`config.mk`:
```
export PLATFORM = sky130hd
export DESIGN_NAME = rr_priority_encoder
export DESIGN_NICKNAME = d
export VERILOG_FILES = /design/src/rtl/rr_priority_encoder_pkg.sv /design/src/rtl/rr_priority_encoder_priority_find_n.sv /design/src/rtl/rr_priority_encoder.sv
export SDC_FILE = /design/constraint.sdc
export NUM_CORES = 1
export LEC_CHECK = 0
export ABC_AREA = 1
export BUFFER_PORTS_ARGS = -buffer_cell sky130_fd_sc_hd__buf_2
export CAP_MARGIN = 20
export CORE_MARGIN = 4
export CORE_UTILIZATION = 35
export DETAILED_ROUTE_END_ITERATION = 6
export PLACE_DENSITY = 0.61
export SETUP_SLACK_MARGIN = 0.2
export SLEW_MARGIN = 20
export SYNTH_ARGS = -nofsm -noshare
export SYNTH_HDL_FRONTEND = slang
export SYNTH_HIERARCHICAL = 1
export SYNTH_SLANG_ARGS = --single-unit
```
`constraint.sdc`:
```
create_clock -name clk -period 4.7 [get_ports clk]
set_input_delay 0.47 -clock clk [delete_from_list [all_inputs] [get_ports clk]]
set_output_delay 0.47 -clock clk [all_outputs]
set_load 0.005 [all_outputs]
```
`src/rtl/rr_priority_encoder_pkg.sv`:
```
// ---------------------------------------------------------------------------
// rr_priority_encoder_pkg
// Shared constants for the round-robin / fixed priority encoder:
//   - arbitration mode encodings (value of the 'mode' input)
//   - FSM state encoding
// ---------------------------------------------------------------------------
package rr_priority_encoder_pkg;

  localparam logic MODE_FIXED = 1'b0;
  localparam logic MODE_RR    = 1'b1;

  typedef enum logic {
    ST_IDLE  = 1'b0,
    ST_GRANT = 1'b1
  } state_t;

endpackage

```
`src/rtl/rr_priority_encoder_priority_find_n.sv`:
```
// ---------------------------------------------------------------------------
// priority_find_n
// Combinational search for the first set request bit, scanning downward from
// 'start' and wrapping from index 0 back to index N-1.
// Ports:
//   req   in  N  request vector
//   start in  W  index examined first (highest priority)
//   found out 1  at least one request bit is set
//   idx   out W  index of the winning request (0 when found=0)
// ---------------------------------------------------------------------------
module priority_find_n #(
  parameter  int N = 8,
  localparam int W = $clog2(N)
) (
  input  logic [N-1:0] req,
  input  logic [W-1:0] start,
  output logic         found,
  output logic [W-1:0] idx
);

  int           pos_s;
  logic [W-1:0] cand_s;

  // Walk the scan order from its far end back to 'start'; the last hit
  // written is therefore the one closest to 'start', i.e. the winner.
  always_comb begin
    found  = 1'b0;
    idx    = {W{1'b0}};
    pos_s  = 0;
    cand_s = {W{1'b0}};
    for (int k = N - 1; k >= 0; k--) begin
      pos_s = int'(start) - k;
      if (pos_s < 0) begin
        pos_s = pos_s + N;
      end else begin
        pos_s = pos_s;
      end
      cand_s = W'(pos_s);
      if (req[cand_s]) begin
        found = 1'b1;
        idx   = cand_s;
      end else begin
        found = found;
        idx   = idx;
      end
    end
  end

endmodule

```
`src/rtl/rr_priority_encoder.sv`:
```
// ---------------------------------------------------------------------------
// rr_priority_encoder
// N-input arbiter with registered grant and grant/ack handshake. In fixed
// mode the highest requesting index wins; in round-robin mode the search
// starts at a rotating pointer that moves just below the last served
// requester when its grant is acknowledged.
// Ports:
//   clk          in  1  rising-edge clock
//   reset        in  1  synchronous active-high reset
//   req          in  N  request vector
//   mode         in  1  0 = fixed priority, 1 = round-robin (used in IDLE)
//   ack          in  1  consumer done with current grant
//   grant_valid  out 1  a grant is held
//   grant_idx    out W  index of granted requester (holds after release)
//   grant_onehot out N  one-hot grant, zero when no grant is held
//   z            out 1  registered OR of req
// ---------------------------------------------------------------------------
module rr_priority_encoder
  import rr_priority_encoder_pkg::*;
#(
  parameter  int N = 8,
  localparam int W = $clog2(N)
) (
  input  logic         clk,
  input  logic         reset,
  input  logic [N-1:0] req,
  input  logic         mode,
  input  logic         ack,
  output logic         grant_valid,
  output logic [W-1:0] grant_idx,
  output logic [N-1:0] grant_onehot,
  output logic         z
);

  localparam logic [W-1:0] LAST_IDX   = W'(N - 1);
  localparam logic [N-1:0] ONEHOT_LSB = {{(N - 1){1'b0}}, 1'b1};

  state_t       state_r;
  state_t       state_nxt_s;
  logic [W-1:0] ptr_r;
  logic [W-1:0] ptr_nxt_s;
  // Mode captured when the grant is issued, so a mode change during GRANT
  // only affects the next IDLE evaluation (including the pointer update).
  logic         mode_r;
  logic         mode_nxt_s;

  logic [W-1:0] start_s;
  logic         found_s;
  logic [W-1:0] win_idx_s;

  logic         valid_nxt_s;
  logic [W-1:0] idx_nxt_s;
  logic [N-1:0] onehot_nxt_s;

  // Search start: rotating pointer in round-robin mode, top index otherwise.
  always_comb begin
    if (mode == MODE_RR) begin
      start_s = ptr_r;
    end else begin
      start_s = LAST_IDX;
    end
  end

  priority_find_n #(
    .N(N)
  ) u_find (
    .req  (req),
    .start(start_s),
    .found(found_s),
    .idx  (win_idx_s)
  );

  // Next-state logic.
  always_comb begin
    state_nxt_s = state_r;
    case (state_r)
      ST_IDLE: begin
        if (found_s) begin
          state_nxt_s = ST_GRANT;
        end else begin
          state_nxt_s = ST_IDLE;
        end
      end
      ST_GRANT: begin
        if (ack) begin
          state_nxt_s = ST_IDLE;
        end else begin
          state_nxt_s = ST_GRANT;
        end
      end
      default: state_nxt_s = ST_IDLE;
    endcase
  end

  // Next values of the registered outputs, pointer and captured mode.
  always_comb begin
    valid_nxt_s  = grant_valid;
    idx_nxt_s    = grant_idx;
    onehot_nxt_s = grant_onehot;
    ptr_nxt_s    = ptr_r;
    mode_nxt_s   = mode_r;
    case (state_r)
      ST_IDLE: begin
        if (found_s) begin
          valid_nxt_s  = 1'b1;
          idx_nxt_s    = win_idx_s;
          onehot_nxt_s = ONEHOT_LSB << win_idx_s;
          mode_nxt_s   = mode;
        end else begin
          valid_nxt_s  = 1'b0;
          onehot_nxt_s = {N{1'b0}};
        end
      end
      ST_GRANT: begin
        if (ack) begin
          valid_nxt_s  = 1'b0;
          onehot_nxt_s = {N{1'b0}};
          // Just-served requester drops to lowest priority.
          if (mode_r == MODE_RR) begin
            if (grant_idx == {W{1'b0}}) begin
              ptr_nxt_s = LAST_IDX;
            end else begin
              ptr_nxt_s = grant_idx - W'(1);
            end
          end else begin
            ptr_nxt_s = ptr_r;
          end
        end else begin
          valid_nxt_s = grant_valid;
        end
      end
      default: begin
        valid_nxt_s  = 1'b0;
        onehot_nxt_s = {N{1'b0}};
      end
    endcase
  end

  // State, pointer and output registers.
  always_ff @(posedge clk) begin
    if (reset) begin
      state_r      <= ST_IDLE;
      ptr_r        <= LAST_IDX;
      mode_r       <= MODE_FIXED;
      grant_valid  <= 1'b0;
      grant_idx    <= {W{1'b0}};
      grant_onehot <= {N{1'b0}};
      z            <= 1'b0;
    end else begin
      state_r      <= state_nxt_s;
      ptr_r        <= ptr_nxt_s;
      mode_r       <= mode_nxt_s;
      grant_valid  <= valid_nxt_s;
      grant_idx    <= idx_nxt_s;
      grant_onehot <= onehot_nxt_s;
      z            <= |req;
    end
  end

endmodule

```
# After elaboration in Yosys (flattened, before gate mapping)
# Index checks and enable logic that the tools add are counted.
dict set report word_totals {
  regBits 18
  out_inout_bits 13
  elab_cells 96
}
dict set report classes {
  n_addsub 16
  order_cmp 16
  eq_ne 1
  shifts 1
  n_mux 50
  bitwise_logic 1
  n_reduce_logical 4
}
# operator count
set op_table {}
lappend op_table {{$mux 3} 18}
lappend op_table {{$lt 3x4->1 const B} 8}
lappend op_table {{$lt 4x1->1 const B} 7}
lappend op_table {{$add 3x1->3 const B} 8}
lappend op_table {{$bmux 1 s3} 8}
lappend op_table {{$mux 1} 19}
lappend op_table {{$mux 8} 2}
lappend op_table {{$pmux 8 s2} 1}
lappend op_table {{$sub 3x3->4 const B} 4}
lappend op_table {{$reduce_or 8->1} 1}
lappend op_table {{$shl 1x3->8 const A} 1}
lappend op_table {{$sub 3x2->4 const B} 2}
lappend op_table {{$pmux 1 s2} 2}
lappend op_table {{$sub 3x1->4 const B} 1}
lappend op_table {{$logic_not 3->1} 1}
lappend op_table {{$lt 3x1->1 const B} 1}
lappend op_table {{$reduce_and 3->1} 1}
lappend op_table {{$sub 3x1->3 const B} 1}
lappend op_table {{$ne 2x2->1 const B} 1}
lappend op_table {{$reduce_and 2->1} 1}
lappend op_table {{$not 1->1} 1}

# Logic depth before layout (Yosys ltp)
# Gate-level depths: netlist of the first run.
dict set report depth {
  word_depth 17
  mapped_depth 22
  depth_no_buf 21
}

# Hierarchy
# The synthesis of the first run kept the hierarchy.
# module n_inst cells_per_inst area_per_inst_um2 seq_area_each_um2
set modules_own_cells {}
lappend modules_own_cells {rr_priority_encoder 1 97 733.2 360.3}
lappend modules_own_cells {priority_find_n 1 121 666.9 0.0}

# Least setup slack after synthesis of the first run
# OpenSTA, ideal clock, no wires.
dict set report synth_path {
  kind {input -> register}
  from {in mode}
  to {reg grant_onehot[5]}
  arrival_ns 2.408
  required_time_ns 4.630
  setup_slack_ns 2.222
  stages 18
  n_path_buf 1
  path_cell_list {nand2_1 buf_6 inv_8 ha_1 inv_2 nand3_1 and2_4 nand2_2 nand2_2 nor2_4 inv_2 o21ai_2 nand2_1 o21ai_1 inv_1 nor2_1 nand3_1 a21oi_1}
}
dict set report synth_between {
  elab_chain_cells 17
  elab_cells_between_ends 67
}
# element line_no
set synth_rtl {}
lappend synth_rtl {{start: declaration} rr_priority_encoder.sv:27} ;# input logic mode,
lappend synth_rtl {{$mux 3 (*)} rr_priority_encoder.sv:57} ;# if (mode == MODE_RR) begin
lappend synth_rtl {{$sub 3x3->4} rr_priority_encoder_priority_find_n.sv:32} ;# pos_s = int'(start) - k;
lappend synth_rtl {{$lt 4x1->1 or $add 3x1->3 (tied branches)} {rr_priority_encoder_priority_find_n.sv:33, rr_priority_encoder_priority_find_n.sv:34}}
lappend synth_rtl {{$mux 3} rr_priority_encoder_priority_find_n.sv:33} ;# if (pos_s < 0) begin
lappend synth_rtl {{$bmux 1 s3} rr_priority_encoder_priority_find_n.sv:39} ;# if (req[cand_s]) begin
lappend synth_rtl {{$mux 1 (not written as such)} rr_priority_encoder_priority_find_n.sv:39}
lappend synth_rtl {{$mux 3 (7 in a row)} rr_priority_encoder_priority_find_n.sv:39}
lappend synth_rtl {{$mux 3 (*)} rr_priority_encoder_priority_find_n.sv:39}
lappend synth_rtl {{via win_idx_s[0]} rr_priority_encoder.sv:49} ;# logic [W-1:0] win_idx_s;
lappend synth_rtl {{$shl 1x3->8 (*)} rr_priority_encoder.sv:107} ;# onehot_nxt_s = ONEHOT_LSB << win_idx_s;
lappend synth_rtl {{$mux 8 (*)} rr_priority_encoder.sv:104} ;# if (found_s) begin
lappend synth_rtl {{$pmux 8 s2 (*)} rr_priority_encoder.sv:102} ;# case (state_r)
lappend synth_rtl {{end signal: assignment} rr_priority_encoder.sv:147} ;# grant_onehot <= {N{1'b0}};
lappend synth_rtl {{end signal: assignment} rr_priority_encoder.sv:155} ;# grant_onehot <= onehot_nxt_s;
lappend synth_rtl {{end: declaration} rr_priority_encoder.sv:31} ;# output logic [N-1:0] grant_onehot,
# The timed path passes the listed nets; every way through them passes the cells marked *. The select of a mux whose other input is x is not followed.
# A chain may end at the register's enable or synchronous reset.

# Worst setup path in the final report of the first run
dict set report layout_path {
  from {reg ptr_r[0]}
  to {reg grant_onehot[5]}
}
dict set report layout_between {
  elab_chain_cells 17
  elab_cells_between_ends 67
}
# element line_no
set layout_rtl {}
lappend layout_rtl {{start: declaration} rr_priority_encoder.sv:40} ;# logic [W-1:0] ptr_r;
lappend layout_rtl {{start signal: assignment} rr_priority_encoder.sv:151} ;# ptr_r <= ptr_nxt_s;
lappend layout_rtl {{$mux 3 (*)} rr_priority_encoder.sv:57}
lappend layout_rtl {{via start_s[0]} rr_priority_encoder.sv:47} ;# logic [W-1:0] start_s;
lappend layout_rtl {{$sub 3x3->4} rr_priority_encoder_priority_find_n.sv:32}
lappend layout_rtl {{$lt 4x1->1 or $add 3x1->3 (tied branches)} {rr_priority_encoder_priority_find_n.sv:33, rr_priority_encoder_priority_find_n.sv:34}}
lappend layout_rtl {{$mux 3} rr_priority_encoder_priority_find_n.sv:33}
lappend layout_rtl {{$bmux 1 s3} rr_priority_encoder_priority_find_n.sv:39}
lappend layout_rtl {{$mux 1 (not written as such)} rr_priority_encoder_priority_find_n.sv:39}
lappend layout_rtl {{$mux 3 (7 in a row)} rr_priority_encoder_priority_find_n.sv:39}
lappend layout_rtl {{$mux 3 (*)} rr_priority_encoder_priority_find_n.sv:39}
lappend layout_rtl {{via win_idx_s[0]} rr_priority_encoder.sv:49}
lappend layout_rtl {{$shl 1x3->8 (*)} rr_priority_encoder.sv:107}
lappend layout_rtl {{$mux 8 (*)} rr_priority_encoder.sv:104}
lappend layout_rtl {{$pmux 8 s2 (*)} rr_priority_encoder.sv:102}
# Marks and branches as above.

==> impl_metrics.json, run 1 <==
{
  "track_usage_pct": 13.6,
  "grt_pass1_vias": 1285,
  "run_status": "complete, no violations",
  "rsz0062_at_grt": "false",
  "comb_power_share_pct": 29.5,
  "syn_inst": 218,
  "cts_resized": 0,
  "end_kind": "register",
  "relSlewSlack_pct": 68.3,
  "synth_compound_area_share_pct": 12.6,
  "hold_depth": 2,
  "cts_buffer_depth": 2,
  "worstPathArrival_ns": 3.07,
  "yosysWarningCount": 6,
  "r2r-start": "ptr_r[0]$_SDFFE_PP1P_",
  "ys_ff_latch": 18,
  "holdPathEnd": "grant_onehot[5]$_SDFFE_PP0P_",
  "fmax_ghz": 0.347,
  "seq_power_share_pct": 40.4,
  "post_cts_buffers": 0,
  "clkPwrFrac_pct": 30.2,
  "utilization_pct": 42.5,
  "tightest_slew_ns": 0.474,
  "clock_skew_ns": 0.00168,
  "hold_buffers": 0,
  "hold_class": "register to register",
  "synth_top_family_by_area": "simple AND/OR/NAND/NOR gates",
  "setup_violations": 0,
  "async_flop_share_pct": 0,
  "start_kind": "register",
  "place.gp.congestion": 0.928,
  "p_sw_uw": 136,
  "total_power_uw": 416,
  "p_leak_nw": 0.819,
  "synth_edf_count": 0,
  "antenna_found_initial": 0,
  "cts_tree": "built",
  "regToRegEndpoint": "grant_onehot[5]$_SDFFE_PP0P_",
  "dr.max_layer_used": "met4",
  "cts.sinks": 18,
  "grt_max_degree": 14,
  "slew_violations": 0,
  "place_ws_ns": 1.59,
  "final_cells": 290,
  "start_util_pct": 37.1,
  "fill_cells": 398,
  "ant_nets": 0,
  "portBuffers": 24,
  "placedCellCount": 286,
  "r2r_setup_slack_ns": 1.82,
  "drc_errors": 0,
  "cts_buffers": 3,
  "ys.flop_type": "dfxtp_1",
  "intPower_uw": 281,
  "netlist-cell-type-count": 29,
  "dieWidth_um": 71.2,
  "wirelength_mm": 3.46,
  "via_per_inst": 5.00,
  "dr_wl_met3_um": 142,
  "core_area_um2": 3770,
  "htreeDepth": 1,
  "period_needed_ns": 2.88,
  "setup_tns_ns": 0,
  "switching_share_pct": 32.6,
  "power-per-cell-area_nw_per_um2": 260,
  "synth_xor_xnor_area_share_pct": 1.16,
  "drt_iter0_markers": 67,
  "grt_pass1_wl_mm": 5.69,
  "vias": 1451,
  "cts-root-buf": "clkbuf_8",
  "routed-wl-met2_mm": 1.55,
  "final_common_cell": "nand2_1",
  "antenna_cells": 0,
  "ys_seq_area_share_pct": 25.7,
  "synthAdderAreaFrac_pct": 3.57,
  "critPathRequiredTime_ns": 4.89,
  "dieArea_um2": 5080,
  "hp-start": "grant_onehot[5]$_SDFFE_PP0P_",
  "syn_avg_cell_area_um2": 6.42,
  "synth_nets": 234,
  "muxShareOfSynthArea_pct": 0,
  "critPathMaxFanout": 11,
  "worstSetupPathType": "register to register",
  "routedWlPerCell_um": 11.9,
  "die_h_um": 71.2,
  "std_cell_rows": 22,
  "drive_gt1_share_pct": 26.4,
  "dp_hpwl_mm": 2.82,
  "first_pass_iters": 4,
  "fin_crit_sh_pct": 61.2,
  "clk_latency_ns": 0.25,
  "setup_ws_ns": 1.82,
  "hold_viol": 0,
  "synthSimpleGateAreaFrac_pct": 46.8,
  "maxCapViolCount": 0,
  "syn2layout_area_growth_pct": 14.4,
  "final_cell_mix": "nand2_1, nand3_1, buf_2",
  "vdd.ir_drop.worst_v": 0.000250,
  "synth_area_um2": 1400,
  "fin_nets": 259,
  "clkTransAtPathRegs_ns": 0.07,
  "num_io_pins": 25,
  "r2r_cells": 18,
  "wl_met1_mm": 1.71,
  "grt.overflow.total": 0
}
-- cell usage after synthesis (2+ instances only) --
master	number	area share, %
o21ai_0	7	2.5
inv_2	9	2.4
nand3_2	6	4.3
nand2_4	2	1.6
nand4_1	4	1.8
nor2_1	17	4.6
inv_1	15	4.0
ha_1	4	3.6
nand2_2	10	4.5
buf_6	2	1.6
nor2_4	2	1.6
dfxtp_1	18	26
a21oi_1	21	7.5
nand3_1	36	13
nand2_1	51	14
-- metal layers --
layer	vias to the layer above	track usage [%]
met5	-	0
met2	32	20.6
met4	0	4.59
met1	647	19.2
li1	768	-
met3	4	2.52
-- power by group through the flow --
stage	Clock [mW]	Sequential (mW)	Combinational [mW]
final	0.126	0.168	0.123
after global routing	0.134	0.169	0.139
after CTS	0.130	0.168	0.123
after detailed placement	0	0.171	0.122
after global placement	0	0.171	0.123
after floorplan	0	0.172	0.0877
-- cell type report --
class / instances / area (µm²) / share of cell area, %
Tap cell: 48 / 60.1 / 3.75
Timing Repair Buffer: 24 / 120 / 7.50
Clock buffer: 4 / 55.1 / 3.44
Inverter: 26 / 108 / 6.72
Sequential cell: 18 / 360 / 22.5
Multi-Input combinational cell: 170 / 898 / 56.1
-- critical path, cell delays in order, from the launching register on --
cell and delay [ns]:
dfxtp_1 0.33, inv_1 0.04, nand2_1 0.35, inv_8 0.10, ha_1 0.41, inv_2 0.15
nand3_1 0.11, and2_4 0.16, nand2_2 0.05, nand2_2 0.09, nor2_4 0.12, inv_2 0.04
o21ai_2 0.14, nand2_1 0.06, o21ai_1 0.20, inv_1 0.07, nor2_1 0.16, nand3_1 0.10
a21oi_1 0.12
-- state kept, by name, indices dropped and copies added, names as in the netlist --
register,cells
grant_idx,3
grant_onehot,8
grant_valid,1
mode_r,1
ptr_r,3
state_r,1
z,1
-- logic make-up (layout without fill, tap and decap cells) --
family	Yosys count	count (layout)
simple gates	132	132
compound gates	33	33
buf+inv	30	54
flops	18	18
fa+ha+maj	4	4
xor+xnor	1	1
-- through the flow --
stage / instance area [µm²] / hold slack [ns]
after detailed placement: 1550 / 0.451
after global routing: 1600 / 0.479
after global placement: 1550 / 0.450
after floorplan: 1400 / 0.436
final: 1600 / 0.463
after CTS: 1600 / 0.462
-- how the worst max path moves through the flow --
stage / from / slack [ns] / to
floorplan: mode / 2.22 / grant_onehot[5]$_SDFFE_PP0P_
global placement: mode / 1.68 / grant_onehot[5]$_SDFFE_PP0P_
detailed placement: mode / 1.59 / grant_onehot[5]$_SDFFE_PP0P_
CTS: ptr_r[0]$_SDFFE_PP1P_ / 1.83 / grant_onehot[5]$_SDFFE_PP0P_
global route: ptr_r[0]$_SDFFE_PP1P_ / 1.54 / grant_onehot[1]$_SDFFE_PP0P_
finish: ptr_r[0]$_SDFFE_PP1P_ / 1.82 / grant_onehot[5]$_SDFFE_PP0P_
No activity file was read; power rests on OpenSTA's default activity.
==> run 2: changes to the inputs <==
==> constraint.sdc (replaced) <==
create_clock -name clk -period 2.9 [get_ports clk]
set_input_delay 0.29 -clock clk [delete_from_list [all_inputs] [get_ports clk]]
set_output_delay 0.29 -clock clk [all_outputs]
set_load 0.005 [all_outputs]
==> impl_metrics.json, run 2 (synthesis gave the netlist of run 1 again) <==
{
  "run_status": "complete, no violations",
  "comb_power_share_pct": 29.9,
  "hold_depth": 3,
  "std_cell_rows": 22,
  "num_io_pins": 25,
  "syn2layout_area_growth_pct": 17.3,
  "period_needed_ns": 2.45,
  "hold_ws_ns": 0.351,
  "maxCapViolCount": 0,
  "track_usage_pct": 13.5,
  "total_power_uw": 684,
  "via_per_inst": 4.94,
  "grt.overflow.total": 0,
  "largest_reg_flops": 8,
  "critPathMaxFanout": 10,
  "antenna_cells": 0,
  "cts-root-buf": "clkbuf_8",
  "start_kind": "register",
  "place_ws_ns": 0.201,
  "hp-start": "mode",
  "end_kind": "register",
  "core_area_um2": 3770,
  "clkPwrFrac_pct": 30.3,
  "cts_buffers": 3,
  "placedCellCount": 288,
  "hold_class": "input pin to register",
  "wirelength_mm": 3.40,
  "r2r_cells": 17,
  "post_dp_cell_area_um2": 1560,
  "final_cell_mix": "nand2_1, nand3_1, buf_2",
  "critPathRequiredTime_ns": 3.09,
  "die_h_um": 71.2,
  "start_util_pct": 37.1,
  "portBuffers": 24,
  "r2r_setup_slack_ns": 0.45,
  "final_cells": 293,
  "intPower_uw": 458,
  "htreeDepth": 1,
  "fin_area_um2": 1640,
  "seq_power_share_pct": 39.8,
  "tightest_slew_ns": 0.355,
  "grt_pass1_vias": 1265,
  "utilization_pct": 43.6,
  "place.gp.congestion": 0.924,
  "regToRegEndpoint": "grant_onehot[5]$_SDFFE_PP0P_",
  "dieWidth_um": 71.2,
  "final_common_cell": "nand2_1",
  "top_register": "grant_onehot",
  "drt_iter0_markers": 135,
  "grt_max_degree": 14,
  "relSlewSlack_pct": 76.3,
  "drive_gt1_share_pct": 29.0,
  "fin_crit_sh_pct": 84.6,
  "worstPathArrival_ns": 2.65,
  "vias": 1446,
  "clock_skew_ns": 0.00387,
  "fmax_ghz": 0.408,
  "clkTransAtPathRegs_ns": 0.07,
  "holdPathEnd": "mode_r$_SDFFE_PP0P_",
  "antenna_found_initial": 0,
  "fin_nets": 262,
  "power-per-cell-area_nw_per_um2": 416,
  "slew_violations": 0,
  "hold_viol": 0,
  "cts_tree": "built",
  "dp_hpwl_mm": 2.68,
  "rsz0062_at_grt": "false",
  "setup_tns_ns": 0,
  "setup_ws_ns": 0.447,
  "first_pass_iters": 4,
  "drc_errors": 0,
  "vdd.ir_drop.worst_v": 0.000430,
  "p_leak_nw": 0.833,
  "reg_top3": "grant_onehot: 8 flops, grant_idx: 3 flops, ptr_r: 3 flops",
  "grt_pass1_wl_mm": 5.64,
  "clk_latency_ns": 0.25,
  "worstSetupPathType": "register to register",
  "switching_share_pct": 33.0,
  "r2r-start": "ptr_r[0]$_SDFFE_PP1P_",
  "routedWlPerCell_um": 11.6,
  "crit_path_start": "ptr_r[0]$_SDFFE_PP1P_",
  "cts_buffer_depth": 2,
  "hold_buffers": 0,
  "ant_nets": 0,
  "p_sw_uw": 226,
  "setup_violations": 0,
  "cts.sinks": 18,
  "dieArea_um2": 5080
}
[run 2: cell types whose count changed in the layout (fill, tap and decap cells not counted), sizes merged]
cell,before,now
buf,24,27
[run 2: worst max path at each step]
stage	slack (ns)	endpoint
CTS	0.25	grant_onehot[7]$_SDFFE_PP0P_
global placement	0.20	grant_onehot[5]$_SDFFE_PP0P_
global route	0.20	grant_onehot[3]$_SDFFE_PP0P_
floorplan	0.56	grant_onehot[5]$_SDFFE_PP0P_
finish	0.45	grant_onehot[5]$_SDFFE_PP0P_
detailed placement	0.20	grant_onehot[7]$_SDFFE_PP0P_
[run 2: layout make-up]
class                           instances  area (µm²)
Fill cell                             396        2130
Timing Repair Buffer                   27         143
Inverter                               26         108
Clock buffer                            4        55.1
Multi-Input combinational cell        170         917
Tap cell                               48        60.1
Sequential cell                        18         360
[run 2: repair_timing]
item                                    4_1_cts  5_1_grt
resized for setup                             0        5
setup buffers                                 0        1
endpoints found under the setup margin        0       12
[run 2: power by group through the flow]
stage          clock [mW]  combinational (mW)  sequential, mW
2_1_floorplan           0               0.142           0.279
3_3_place_gp            0               0.201           0.278
3_5_place_dp            0               0.198           0.277
4_1_cts             0.214               0.199           0.272
5_1_grt             0.225               0.232           0.275
6_report            0.207               0.205           0.272
[run 2: routing by layer]
metal  wire (µm)  vias up  global-route usage, %
met3         196        2                   3.23
met4          20        0                   2.92
met2        1600       41                   20.5
li1            -      771                      -
met1        1570      632                   19.3
met5           0        -                      0
[run 2: critical path, cell delays in order (launching register included)]
cell and delay [ns]:
dfxtp_1 0.31, inv_1 0.06, nand2_2 0.09, inv_8 0.11, ha_2 0.32, inv_2 0.13
nand3_1 0.16, nand3_2 0.14, nand2_2 0.10, nor2_4 0.14, inv_2 0.04, o21ai_2 0.18
nand2_1 0.09, o21ai_2 0.12, inv_1 0.06, nor2_1 0.13, nand3_1 0.10, a21oi_1 0.12
